$ cat src/rtl/lcd1602_pkg.sv
// Shared LCD1602 definitions: read-engine state encoding plus register-select
// and status-bit constants, also used by the write sequencer.
package lcd1602_pkg;

    typedef enum logic [2:0] {
        ST_IDLE,
        ST_SETUP,
        ST_EN_HI,
        ST_HOLD,
        ST_GAP
    } lcd_rd_state_t;

    localparam logic RS_INST = 1'b0;
    localparam logic RS_DATA = 1'b1;
    localparam int   BF_BIT  = 7;
    localparam int   AC_MSB  = 6;

    function automatic int max4(input int a, input int b, input int c, input int d);
        int m;
        m = a;
        if (b > m) m = b;
        if (c > m) m = c;
        if (d > m) m = d;
        return m;
    endfunction

endpackage

$ cat src/rtl/lcd_rd_timer.sv
// Loadable down-counter used for every bus phase; tc is high once the loaded
// count has run out and stays high until the next load.
module lcd_rd_timer #(
    parameter int W = 6
) (
    input  logic         clk,
    input  logic         rst,
    input  logic         load,
    input  logic [W-1:0] load_val,
    output logic         tc
);

    logic [W-1:0] cnt;

    always_ff @(posedge clk or posedge rst) begin
        if (rst) begin
            cnt <= '0;
        end else if (load) begin
            cnt <= load_val;
        end else if (cnt != '0) begin
            cnt <= cnt - W'(1);
        end
    end

    assign tc = (cnt == '0);

endmodule

$ cat src/rtl/lcd1602_reader.sv
// HD44780 read-cycle engine: single BF/AC or data reads, and busy-flag polling.
// Define LCD_4BIT_EN for the 4-bit bus (two nibble strobes per byte on lcd_dat_i[7:4]).
module lcd1602_reader
    import lcd1602_pkg::*;
#(
    parameter int T_AS     = 2,
    parameter int T_EH     = 12,
    parameter int T_AH     = 2,
    parameter int T_GAP    = 50,
    parameter int POLL_MAX = 1023
) (
    input  logic          clk,
    input  logic          rst,
    input  logic          req,
    input  logic          req_rs,
    input  logic          req_poll,
    output logic          ready,
    output logic [7:0]    rdata,
    output logic          rvalid,
    output logic          busy_flag,
    output logic [6:0]    addr_cnt,
    output logic          poll_timeout,
    output logic          lcd_rs,
    output logic          lcd_rw,
    output logic          lcd_en,
    input  logic [7:0]    lcd_dat_i,
    output lcd_rd_state_t state
);

    localparam int TW = $clog2(max4(T_AS, T_EH, T_AH, T_GAP) + 1);
    localparam int PW = $clog2(POLL_MAX + 1);

    logic          rs_q;
    logic          poll_q;
    logic          again;
    logic [PW-1:0] poll_cnt;
    logic          more_nib;
    logic          t_load;
    logic          t_tc;
    logic [TW-1:0] t_val;
    int            nxt_dur;

`ifdef LCD_4BIT_EN
    logic       nib_hi;
    logic [3:0] hi_q;
    assign more_nib = nib_hi;
`else
    assign more_nib = 1'b0;
`endif

    // Each transition reloads the timer with the length of the phase being entered.
    always_comb begin
        nxt_dur = T_AS;
        case (state)
            ST_SETUP: nxt_dur = T_EH;
            ST_EN_HI: nxt_dur = T_AH;
            ST_HOLD:  nxt_dur = more_nib ? T_AS : T_GAP;
            default:  nxt_dur = T_AS;
        endcase
        t_val  = TW'(nxt_dur - 1);
        t_load = (state == ST_IDLE) ? (req && ready) : t_tc;
    end

    lcd_rd_timer #(.W(TW)) u_timer (
        .clk      (clk),
        .rst      (rst),
        .load     (t_load),
        .load_val (t_val),
        .tc       (t_tc)
    );

    always_ff @(posedge clk or posedge rst) begin
        if (rst) begin
            state        <= ST_IDLE;
            ready        <= 1'b1;
            lcd_rs       <= 1'b0;
            lcd_rw       <= 1'b0;
            lcd_en       <= 1'b0;
            rdata        <= '0;
            rvalid       <= 1'b0;
            busy_flag    <= 1'b1;
            addr_cnt     <= '0;
            poll_timeout <= 1'b0;
            rs_q         <= RS_INST;
            poll_q       <= 1'b0;
            again        <= 1'b0;
            poll_cnt     <= '0;
`ifdef LCD_4BIT_EN
            nib_hi       <= 1'b1;
            hi_q         <= '0;
`endif
        end else begin
            rvalid       <= 1'b0;
            poll_timeout <= 1'b0;
            case (state)
                ST_IDLE: begin
                    if (req && ready) begin
                        rs_q     <= req_poll ? RS_INST : req_rs;
                        lcd_rs   <= req_poll ? RS_INST : req_rs;
                        poll_q   <= req_poll;
                        poll_cnt <= '0;
                        ready    <= 1'b0;
                        lcd_rw   <= 1'b1;
                        state    <= ST_SETUP;
`ifdef LCD_4BIT_EN
                        nib_hi   <= 1'b1;
`endif
                    end
                end
                ST_SETUP: begin
                    if (t_tc) begin
                        lcd_en <= 1'b1;
                        state  <= ST_EN_HI;
                    end
                end
                ST_EN_HI: begin
                    if (t_tc) begin
                        lcd_en <= 1'b0;
                        state  <= ST_HOLD;
`ifdef LCD_4BIT_EN
                        if (nib_hi) hi_q <= lcd_dat_i[7:4];
                        else        rdata <= {hi_q, lcd_dat_i[7:4]};
`else
                        rdata <= lcd_dat_i;
`endif
                    end
                end
                ST_HOLD: begin
                    if (t_tc) begin
                        if (more_nib) begin
                            // Low nibble follows straight after the hold, RS/RW untouched.
                            state  <= ST_SETUP;
`ifdef LCD_4BIT_EN
                            nib_hi <= 1'b0;
`endif
                        end else begin
                            lcd_rw <= 1'b0;
                            lcd_rs <= 1'b0;
                            state  <= ST_GAP;
                            again  <= 1'b0;
                            if (rs_q == RS_INST) begin
                                busy_flag <= rdata[BF_BIT];
                                addr_cnt  <= rdata[AC_MSB:0];
                            end
                            if (!poll_q || !rdata[BF_BIT]) begin
                                rvalid <= 1'b1;
                            end else if (poll_cnt == PW'(POLL_MAX - 1)) begin
                                poll_timeout <= 1'b1;
                            end else begin
                                poll_cnt <= poll_cnt + PW'(1);
                                again    <= 1'b1;
                            end
                        end
                    end
                end
                ST_GAP: begin
                    if (t_tc) begin
                        if (again) begin
                            state  <= ST_SETUP;
                            lcd_rw <= 1'b1;
                            lcd_rs <= RS_INST;
`ifdef LCD_4BIT_EN
                            nib_hi <= 1'b1;
`endif
                        end else begin
                            state <= ST_IDLE;
                            ready <= 1'b1;
                        end
                    end
                end
                default: state <= ST_IDLE;
            endcase
        end
    end

endmodule

$ cat config.mk
export PLATFORM = sky130hd
export DESIGN_NAME = lcd1602_reader
export DESIGN_NICKNAME = d
export VERILOG_FILES = /design/src/rtl/lcd1602_pkg.sv /design/src/rtl/lcd_rd_timer.sv /design/src/rtl/lcd1602_reader.sv
export SDC_FILE = /design/constraint.sdc
export NUM_CORES = 1
export LEC_CHECK = 0
export BUFFER_PORTS_ARGS = -buffer_cell sky130_fd_sc_hd__buf_2
export CAP_MARGIN = 20
export CELL_PAD_IN_SITES_DETAIL_PLACEMENT = 1
export CELL_PAD_IN_SITES_GLOBAL_PLACEMENT = 1
export CORE_ASPECT_RATIO = 1.1
export CORE_MARGIN = 2
export CORE_UTILIZATION = 47
export DETAILED_ROUTE_END_ITERATION = 10
export PLACE_DENSITY = 0.82
export SLEW_MARGIN = 20
export SYNTH_ARGS = -nofsm -noshare
export SYNTH_HDL_FRONTEND = slang
export SYNTH_SLANG_ARGS = --single-unit
$ cat constraint.sdc
create_clock -name clk -period 6 [get_ports clk]
set_clock_uncertainty 0.2 [all_clocks]
set_input_delay 0.3 -clock clk [delete_from_list [all_inputs] [get_ports clk]]
set_output_delay 0.3 -clock clk [all_outputs]
set_load 0.01 [all_outputs]
==> impl_metrics.env, run 1 <==
export IMPL_outcome="finished clean"
export IMPL_critPathSlowestCell="nor2b_1"
export IMPL_crit_chain="inv_1 > ha_1 > nor2b_1 > nand3_2 > nor2_4 > mux2_2"
export IMPL_ys_seq_area_share_pct=50.98
export IMPL_grt_overflow=0
export IMPL_drive_gt1_share_pct=32.62
export IMPL_drc=0
export IMPL_start_util_pct=49.43
export IMPL_fill_cells=492
export IMPL_grt_max_degree=45
export IMPL_critPathLaunch="u_timer.cnt[0]"
export IMPL_antenna_found_initial=0
export IMPL_ff2ff_path_depth=6
export IMPL_postRouteWirelength_mm=4.910
export IMPL_slew_violations=0
export IMPL_setup_worst_path_class="flip-flop to flip-flop"
export IMPL_drv_cap=0
export IMPL_grtUsageTotal_pct=21.71
export IMPL_drtPass1Iterations=4
export IMPL_utilization_pct=57.63
export IMPL_syn_num_nets=209
export IMPL_hp_start="lcd_dat_i[3]"
export IMPL_synth_area_per_cell_sq_um=11.27
export IMPL_crit_fanout=8
export IMPL_cts_hold_buffers_added=1
export IMPL_cts_tree="done"
export IMPL_powerDensity_mw_per_mm2=460.8
export IMPL_crit_family="simple AND/OR/NAND/NOR gates"
export IMPL_clk_latency_ns=0.31
export IMPL_synthTopCellsByArea="dfrtp_1 49%, mux2_2 9.4%, dfstp_2 2.4%, ha_1 2.3%, nand2_1 2.3%"
export IMPL_synthDistinctLibCells=49
export IMPL_syn_inst=192
export IMPL_htreeDepth=2
export IMPL_placedCellCount=278
export IMPL_ant_nets=0
export IMPL_dieArea_sq_mm=0.005165
export IMPL_cts_buffers=5
export IMPL_worstSetupEndpoint="addr_cnt[0]"
export IMPL_fp_dieW_microns=68.71
export IMPL_io_pins=38
export IMPL_finalSetupViolations=0
export IMPL_synth_top_area_share_pct=48.55
export IMPL_area_delta_synth_final_pct=16.59
export IMPL_reg2reg_slack_ns=3.70
export IMPL_path_buf_inv=1
export IMPL_fmax_ghz=0.4349
export IMPL_worst_setup_path_end_kind="flip-flop"
export IMPL_power_leakage_nw=1.190
export IMPL_wl_per_cell_microns=17.11
export IMPL_async_flop_share_pct=100.0
export IMPL_grt_pass1_wl_mm=8.142
export IMPL_power_w=0.001163
export IMPL_vdd_ir_drop_max_mv=0.1893
export IMPL_core_area_sq_mm=0.004379
export IMPL_reg2reg_from="u_timer.cnt[0]"
export IMPL_rows=25
export IMPL_syn_area_sq_mm=0.002165
export IMPL_viasPerCell=5.732
export IMPL_period_needed_ns=2.299
export IMPL_synth_edf_count=0
export IMPL_cts_resized_gates=0
export IMPL_yosysWarnings=0
export IMPL_synth_top_cell_by_area="dfrtp_1"
export IMPL_drtIter0Drc=78
export IMPL_num_vias=1645
export IMPL_gp_congestion=0.7358
export IMPL_nNetsFinal=249
export IMPL_ys_seq_elements=44
export IMPL_grt_pass1_vias=1673
export IMPL_hpwl_mm=3.505
export IMPL_cp_start_kind="flip-flop"
export IMPL_fin_setup_tns_ns=0
export IMPL_clockRootBuffer="clkbuf_8"
export IMPL_path_clk_slew_ns=0.09
export IMPL_worstHoldPathType="input pin to flip-flop"
export IMPL_cts_sinks=44
export IMPL_r2r_end="addr_cnt[0]"
export IMPL_fp_dieH_microns=75.18
export IMPL_relSlewSlack_pct=63.75
export IMPL_cp_arrival_ns=2.29
export IMPL_worstMarginPinSlew_ns=0.5437
export IMPL_io_buffers=37
export IMPL_synthFlopType="dfrtp_1"
export IMPL_period_share_pct=38.32
export IMPL_hold_viol_final=0
export IMPL_cp_slowest_stage_delay_ns=0.43
export IMPL_crit_cells=6
export IMPL_rsz0062_at_grt="false"
export IMPL_cp_required_ns=5.99
export IMPL_instances_no_fill=287
export IMPL_clock_path_buffers=2
export IMPL_antennaDiodeCount=0
export IMPL_cts_setup_buffers=0
-- how the worst min path moves through the flow --
stage | end | cells after the start
4_1_cts | rdata[0] | 2
5_1_grt | rdata[3] | 2
6_report | rdata[3] | 2
3_5_place_dp | ready | 1
2_1_floorplan | ready | 1
3_3_place_gp | ready | 1
-- sequential cells by signal (all words and copies together), names as in the netlist, 3 cells and up --
name / cells
state: 3
rdata: 8
u_timer.cnt: 6
poll_cnt: 10
addr_cnt: 7
-- cells in the final DEF (no fill, tap or decap), types with 2 or more instances in the layout --
cell       netlist  routed
a2bb2oi_1        2       2
o21ai_0          8       8
mux2_2          18      18
ha_1             4       4
dfstp_2          2       2
nand2_1         13      13
a21boi_0         2       2
o31ai_1          2       2
nand3_1          8       8
a31oi_1          7       7
o22ai_1          2       2
xor2_1           3       3
dfrtp_1         42      42
buf_2            2      37
nor2_1          10      10
nor3_1           8       8
o21a_1           4       4
and4b_1          2       2
nor2b_1          2       2
nand4_1          2       2
nor3_4           2       2
and3b_1          2       2
inv_1           10       9
a21oi_1          8       8
clkbuf_8         0       6
-- power breakdown --
part	internal, W	switching (W)
sequential	0.000411	0.000114
combinational	0.000182	0.000211
clock	0.000136	0.000109
-- final cells by class --
| cell class | count | area, sq um | area share [%] |
|---|---|---|---|
| clock inverters | 2 | 38.79 | 1.537 |
| flip-flops and latches | 44 | 1104 | 43.73 |
| repair buffers | 39 | 202.7 | 8.032 |
| clock buffers | 6 | 82.58 | 3.272 |
| well taps | 54 | 67.56 | 2.677 |
| multi-input cells | 132 | 991.0 | 39.27 |
| inverters | 10 | 37.54 | 1.487 |
-- logic make-up after synthesis --
family	Yosys count	synth area share [%]
muxes	19	9.826
buffers and inverters	16	3.237
adders and majority gates	4	2.312
DFF	44	50.98
AOI/OAI and AO/OA	45	14.28
xor gates and xnor gates	4	1.619
and+or+nand+nor	60	17.75
-- cells in the mapped netlist (all sizes together), types with 3 or more instances --
master	number
nand3	10
nor2	11
xor2	3
dfrtp	42
nand2	13
a31oi	7
mux2	18
ha	4
nor3	10
a21oi	8
o21ai	9
buf	4
o21a	4
inv	10
-- per-stage QoR --
step	hold slack [ns]	setup slack, ns	instance area, sq um
finish	0.01717	3.701	2524
global route	0.009962	3.482	2524
CTS	0.01447	3.681	2524
detailed placement	0.2538	3.732	2392
global placement	0.2577	3.836	2392
floorplan	0.2184	4.024	2165
-- layer usage --
layer | share of wire, % | wire (microns) | GRT usage (%) | vias to the layer above
met3 | 4.0 | 196 | 5.531 | 6
met1 | 43 | 2096 | 27.46 | 828
li1 | - | - | - | 781
met4 | 1.3 | 62 | 6.536 | 0
met2 | 52 | 2554 | 36.65 | 30
met5 | 0 | 0 | 0 | -
(Power assumes the default switching activity.)
==> run 2, diff against run 1 <==
--- a/config.mk
+++ b/config.mk
@@ -11,9 +11,9 @@
 export CELL_PAD_IN_SITES_GLOBAL_PLACEMENT = 1
 export CORE_ASPECT_RATIO = 1.1
 export CORE_MARGIN = 2
-export CORE_UTILIZATION = 47
+export CORE_UTILIZATION = 39
 export DETAILED_ROUTE_END_ITERATION = 10
-export PLACE_DENSITY = 0.82
+export PLACE_DENSITY = 0.73
 export SLEW_MARGIN = 20
 export SYNTH_ARGS = -nofsm -noshare
 export SYNTH_HDL_FRONTEND = slang
==> constraint.sdc (replaced) <==
create_clock -name clk -period 2.1 [get_ports clk]
set_clock_uncertainty 0.2 [all_clocks]
set_input_delay 0.105 -clock clk [delete_from_list [all_inputs] [get_ports clk]]
set_output_delay 0.105 -clock clk [all_outputs]
set_load 0.01 [all_outputs]
==> impl_metrics.env, run 2 (synthesized netlist as in run 1, its figures left out) <==
export IMPL_grtUsageTotal_pct=19.60
export IMPL_rows=28
export IMPL_grt_pass1_wl_mm=9.156
export IMPL_crit_fanout=5
export IMPL_finalWorstSetupSlack_ns=0.1258
export IMPL_num_vias=1739
export IMPL_io_buffers=37
export IMPL_dieArea_sq_mm=0.006163
export IMPL_drtPass1Iterations=4
export IMPL_cp_required_ns=2.09
export IMPL_hpwl_mm=3.952
export IMPL_power_leakage_nw=1.290
export IMPL_antenna_found_initial=0
export IMPL_grt_overflow=0
export IMPL_clock_path_buffers=2
export IMPL_finalSetupViolations=0
export IMPL_start_util_pct=40.38
export IMPL_switching_share_pct=37.33
export IMPL_fill_cells=604
export IMPL_layout_commonest_cell="dfrtp_1"
export IMPL_p_sw_w=0.001295
export IMPL_worst_setup_path_end_kind="flip-flop"
export IMPL_dr_wl_met2_mm=3.045
export IMPL_path_clk_slew_ns=0.09
export IMPL_rsz0062_at_grt="false"
export IMPL_cp_start_kind="flip-flop"
export IMPL_fp_dieW_microns=75.03
export IMPL_io_pins=38
export IMPL_period_share_pct=94.01
export IMPL_fmax_ghz=0.5065
export IMPL_hold_ws_ns=0.05993
export IMPL_antennaDiodeCount=0
export IMPL_pwr_share_clk_pct=20.0
export IMPL_drc=0
export IMPL_area_delta_synth_final_pct=27.46
export IMPL_grt_max_degree=24
export IMPL_worstMarginPinSlew_ns=0.5132
export IMPL_vdd_ir_drop_max_mv=0.5441
export IMPL_drive_gt1_share_pct=35.43
export IMPL_cts_sinks=44
export IMPL_gp_congestion=0.7822
export IMPL_drtIter0Drc=59
export IMPL_layout_common_cells="42 x dfrtp_1, 37 x buf_2, 18 x mux2_2, 13 x nand2_1"
export IMPL_placedCellCount=310
export IMPL_combPwrFrac_pct=37.6
export IMPL_wl_met3_microns=169
export IMPL_power_internal_w=0.002173
export IMPL_core_area_sq_mm=0.005360
export IMPL_pre_cts_slack_ns=0.01385
export IMPL_cts_tree="done"
export IMPL_htreeDepth=2
export IMPL_powerDensity_mw_per_mm2=1257
export IMPL_cp_arrival_ns=1.96
export IMPL_fp_dieH_microns=82.14
export IMPL_fin_setup_tns_ns=0
export IMPL_hold_viol_final=0
export IMPL_slew_violations=0
export IMPL_seq_power_share_pct=42.4
export IMPL_worstHoldPathType="input pin to flip-flop"
export IMPL_clockRootBuffer="clkbuf_8"
export IMPL_multi_input_area_sq_mm=0.001005
export IMPL_largest_register="poll_cnt"
export IMPL_register_area_sq_mm=0.001104
export IMPL_drv_cap=0
export IMPL_dr_max_layer_used="met4"
export IMPL_ant_nets=0
export IMPL_relSlewSlack_pct=65.57
export IMPL_clk_latency_ns=0.30
export IMPL_wl_per_cell_microns=16.83
export IMPL_nNetsFinal=270
export IMPL_instances_no_fill=329
export IMPL_viasPerCell=5.286
export IMPL_postRouteWirelength_mm=5.536
export IMPL_reg_largest_list="poll_cnt x10, rdata x8, addr_cnt x7"
export IMPL_outcome="finished clean"
export IMPL_period_needed_ns=1.974
export IMPL_setup_worst_path_class="flip-flop to flip-flop"
export IMPL_cts_buffers=5
export IMPL_largest_reg_flops=10
export IMPL_wl_met1_mm=2.271
export IMPL_grt_pass1_vias=1882
## run 2: cell types whose count changed in the layout (fill, tap and decap cells not counted)
| cell | change |
|---|---|
| and4b_1 | -1 |
| nor2b_4 | +1 |
| and4b_2 | +1 |
| buf_12 | +1 |
| a22oi_1 | -1 |
| buf_4 | +10 |
| a22oi_2 | +1 |
| dlygate4sd3_1 | +10 |
| nor2b_1 | -1 |
## run 2: per-layer routing
metal | up-vias | global-route usage [%]
met2 | 35 | 34.47
met4 | 0 | 5.536
met3 | 4 | 3.883
met1 | 879 | 24.23
met5 | - | 0
li1 | 821 | -
## run 2: critical path: stages, from the launching register on
cell	delay, ns
dfrtp_1	0.40
inv_1	0.10
ha_1	0.18
and4bb_2	0.30
nand4b_4	0.16
o21ai_4	0.17
mux2_2	0.35
## run 2: final timing paths
kind	cells after the start	end	slack (ns)	startpoint
setup / recovery	6	poll_cnt[1]	0.13	u_timer.cnt[1]
hold / removal	4	u_timer.cnt[3]	0.06	req
setup reg to reg	6	poll_cnt[1]	0.13	u_timer.cnt[1]
hold reg to reg	2	ready	0.31	ready
max in group asynchronous	4	ready	1.05	rst
min in group asynchronous	3	addr_cnt[5]	0.13	rst
## run 2: cell type report
cell class / instances / area share, %
multi-input combinational: 132 / 36.42
inverter: 10 / 1.361
clock buffer: 6 / 2.993
sequential: 44 / 40.00
timing repair buffer: 60 / 14.42
clock inverter: 2 / 1.406
tap: 75 / 3.401
## run 2: timing repair
item,CTS,global route
gates resized for setup,1,3
hold buffers,11,0
setup buffers,0,0
pin swaps,0,1
hold endpoints to repair,54,0
endpoints found under the setup margin,8,11
## run 2: power by group through the flow
stage	registers (W)	clock network [W]	logic [W]
finish	0.00147	0.000694	0.00130
global route	0.00152	0.000756	0.00145
CTS	0.00147	0.000712	0.00131
detailed placement	0.00148	0	0.00127
global placement	0.00145	0	0.00123
floorplan	0.00149	0	0.000764
## run 2: metrics by stage
stage	cell area (sq um)	util, %	power [W]
5_1_grt	2759	51.47	0.003720
4_1_cts	2748	51.26	0.003484
3_3_place_gp	2514	46.90	0.002682
6_report	2759	51.47	0.003468
2_1_floorplan	2165	-	0.002255
3_5_place_dp	2514	46.90	0.002746
==> run 3, diff against run 2 <==
--- a/config.mk
+++ b/config.mk
@@ -5,13 +5,10 @@
 export SDC_FILE = /design/constraint.sdc
 export NUM_CORES = 1
 export LEC_CHECK = 0
-export BUFFER_PORTS_ARGS = -buffer_cell sky130_fd_sc_hd__buf_2
+export BUFFER_PORTS_ARGS = -buffer_cell sky130_fd_sc_hd__clkbuf_2
 export CAP_MARGIN = 20
-export CELL_PAD_IN_SITES_DETAIL_PLACEMENT = 1
-export CELL_PAD_IN_SITES_GLOBAL_PLACEMENT = 1
 export CORE_ASPECT_RATIO = 1.1
-export CORE_MARGIN = 2
-export CORE_UTILIZATION = 39
+export CORE_UTILIZATION = 50
 export DETAILED_ROUTE_END_ITERATION = 10
 export PLACE_DENSITY = 0.73
 export SLEW_MARGIN = 20
==> impl_metrics.env, run 3 (synthesized netlist as in run 1, its figures left out) <==
export IMPL_outcome="finished clean"
export IMPL_cts_sinks=44
export IMPL_crit_fanout=5
export IMPL_grt_pass1_wl_mm=8.024
export IMPL_power_internal_w=0.002121
export IMPL_final_area_sq_mm=0.002691
export IMPL_vdd_ir_drop_max_mv=0.7923
export IMPL_combPwrFrac_pct=36.8
export IMPL_hp_start="req"
export IMPL_reg_largest_list="poll_cnt x10, rdata x8, addr_cnt x7"
export IMPL_fp_dieW_microns=64.74
export IMPL_largest_register="poll_cnt"
export IMPL_drtIter0Drc=119
export IMPL_largest_reg_flops=10
export IMPL_fp_dieH_microns=71.01
export IMPL_grt_pass1_vias=1711
export IMPL_grt_overflow=0
export IMPL_pwr_share_clk_pct=19.0
export IMPL_period_share_pct=94.48
export IMPL_hpwl_mm=3.255
export IMPL_nNetsFinal=267
export IMPL_relSlewSlack_pct=48.40
export IMPL_grt_max_degree=25
export IMPL_cts_tree="done"
export IMPL_critPathLaunch="u_timer.cnt[0]"
export IMPL_setup_worst_path_class="flip-flop to flip-flop"
export IMPL_grtUsageTotal_pct=22.83
export IMPL_start_util_pct=53.40
export IMPL_io_pins=38
export IMPL_seq_power_share_pct=44.1
export IMPL_cts_buffers=5
export IMPL_path_clk_slew_ns=0.08
export IMPL_cp_required_ns=2.08
export IMPL_cp_start_kind="flip-flop"
export IMPL_reg2reg_from="u_timer.cnt[0]"
export IMPL_layout_commonest_cell="dfrtp_1"
export IMPL_htreeDepth=2
export IMPL_finalSetupViolations=0
export IMPL_ant_nets=0
export IMPL_worstHoldPathType="input pin to flip-flop"
export IMPL_power_w=0.003352
export IMPL_dieArea_sq_mm=0.004597
export IMPL_worstMarginPinSlew_ns=0.7693
export IMPL_drc=0
export IMPL_antenna_found_initial=0
export IMPL_io_buffers=37
export IMPL_postRouteWirelength_mm=4.621
export IMPL_clk_latency_ns=0.29
export IMPL_drv_cap=0
export IMPL_core_area_sq_mm=0.004054
export IMPL_switching_share_pct=36.71
export IMPL_layout_common_cells="42 x dfrtp_1, 37 x clkbuf_2, 18 x mux2_2, 13 x nand2_1, 11 x dlygate4sd3_1"
export IMPL_postPlaceCellArea_sq_mm=0.002462
export IMPL_drive_gt1_share_pct=34.26
export IMPL_viasPerCell=5.647
export IMPL_num_vias=1711
export IMPL_fmax_ghz=0.5040
export IMPL_power_leakage_nw=1.269
export IMPL_cp_arrival_ns=1.97
export IMPL_antennaDiodeCount=0
export IMPL_rows=24
export IMPL_powerDensity_mw_per_mm2=1245
export IMPL_gp_congestion=0.8793
export IMPL_slew_violations=0
export IMPL_rsz0062_at_grt="true"
export IMPL_hold_viol_final=0
export IMPL_clockRootBuffer="clkbuf_8"
export IMPL_worst_setup_path_end_kind="flip-flop"
export IMPL_cts_setup_buffers=0
export IMPL_p_sw_w=0.001230
export IMPL_drtPass1Iterations=4
export IMPL_period_needed_ns=1.984
export IMPL_wl_per_cell_microns=15.25
export IMPL_area_delta_synth_final_pct=24.34
export IMPL_clock_path_buffers=2
## run 3: final timing paths
kind,cells after the start,endpoint,slack (ns)
min in group asynchronous,3,poll_cnt[3],0.18
worst min-delay path,4,u_timer.cnt[3],0.02
worst max register to register,6,poll_cnt[1],0.12
max in group asynchronous,4,busy_flag,0.93
worst min register to register,1,ready,0.27
worst max-delay path,6,poll_cnt[1],0.12
## run 3: what timing repair did
item,4_1_cts,5_1_grt
endpoints found under the setup margin,0,26
resized for setup,0,2
endpoints found under the hold margin,30,0
hold buffers,11,0
## run 3: through the flow
stage          setup TNS (ns)  utilization (%)  setup slack [ns]  hold WS, ns  instances
4_1_cts                     0            66.20           0.05513      0.02298        303
5_1_grt             -0.002226            66.39         -0.002226      0.09432        303
2_1_floorplan               0                -            0.1236      0.05545        192
6_report                    0            66.39            0.1159      0.02460        303
3_3_place_gp                0            60.74            0.1220     -0.03203        284
3_5_place_dp                0            60.74           0.08192     -0.03312        284
## run 3: area by class of cell
type | instances | area [sq um]
tap | 52 | 65.06
fill | 328 | 1363
clock buffer | 5 | 68.82
timing repair buffer | 57 | 375.4
sequential | 44 | 1104
inverter | 10 | 37.54
clock inverter | 3 | 42.54
multi-input combinational | 132 | 998.5
## run 3: routing by layer
metal | share of wire, % | GRT usage, % | wire length [microns]
met3 | 5.7 | 6.129 | 263
met1 | 44 | 29.36 | 2020
met2 | 50 | 37.15 | 2300
met4 | 0.80 | 7.654 | 37
met5 | 0 | 0 | 0
## run 3: worst max-delay path, stage by stage, from the launching register on
cell and delay (ns):
dfrtp_1 0.41, inv_1 0.11, ha_1 0.17, and4bb_2 0.28
nand4b_4 0.17, o21ai_4 0.18, mux2_2 0.34
## run 3: power by group through the flow
stage / clock, W / combinational, W / sequential [W]
floorplan: 0 / 0.000764 / 0.00149
global placement: 0 / 0.00118 / 0.00147
detailed placement: 0 / 0.00121 / 0.00148
CTS: 0.000652 / 0.00123 / 0.00147
global route: 0.000689 / 0.00137 / 0.00153
finish: 0.000638 / 0.00123 / 0.00148
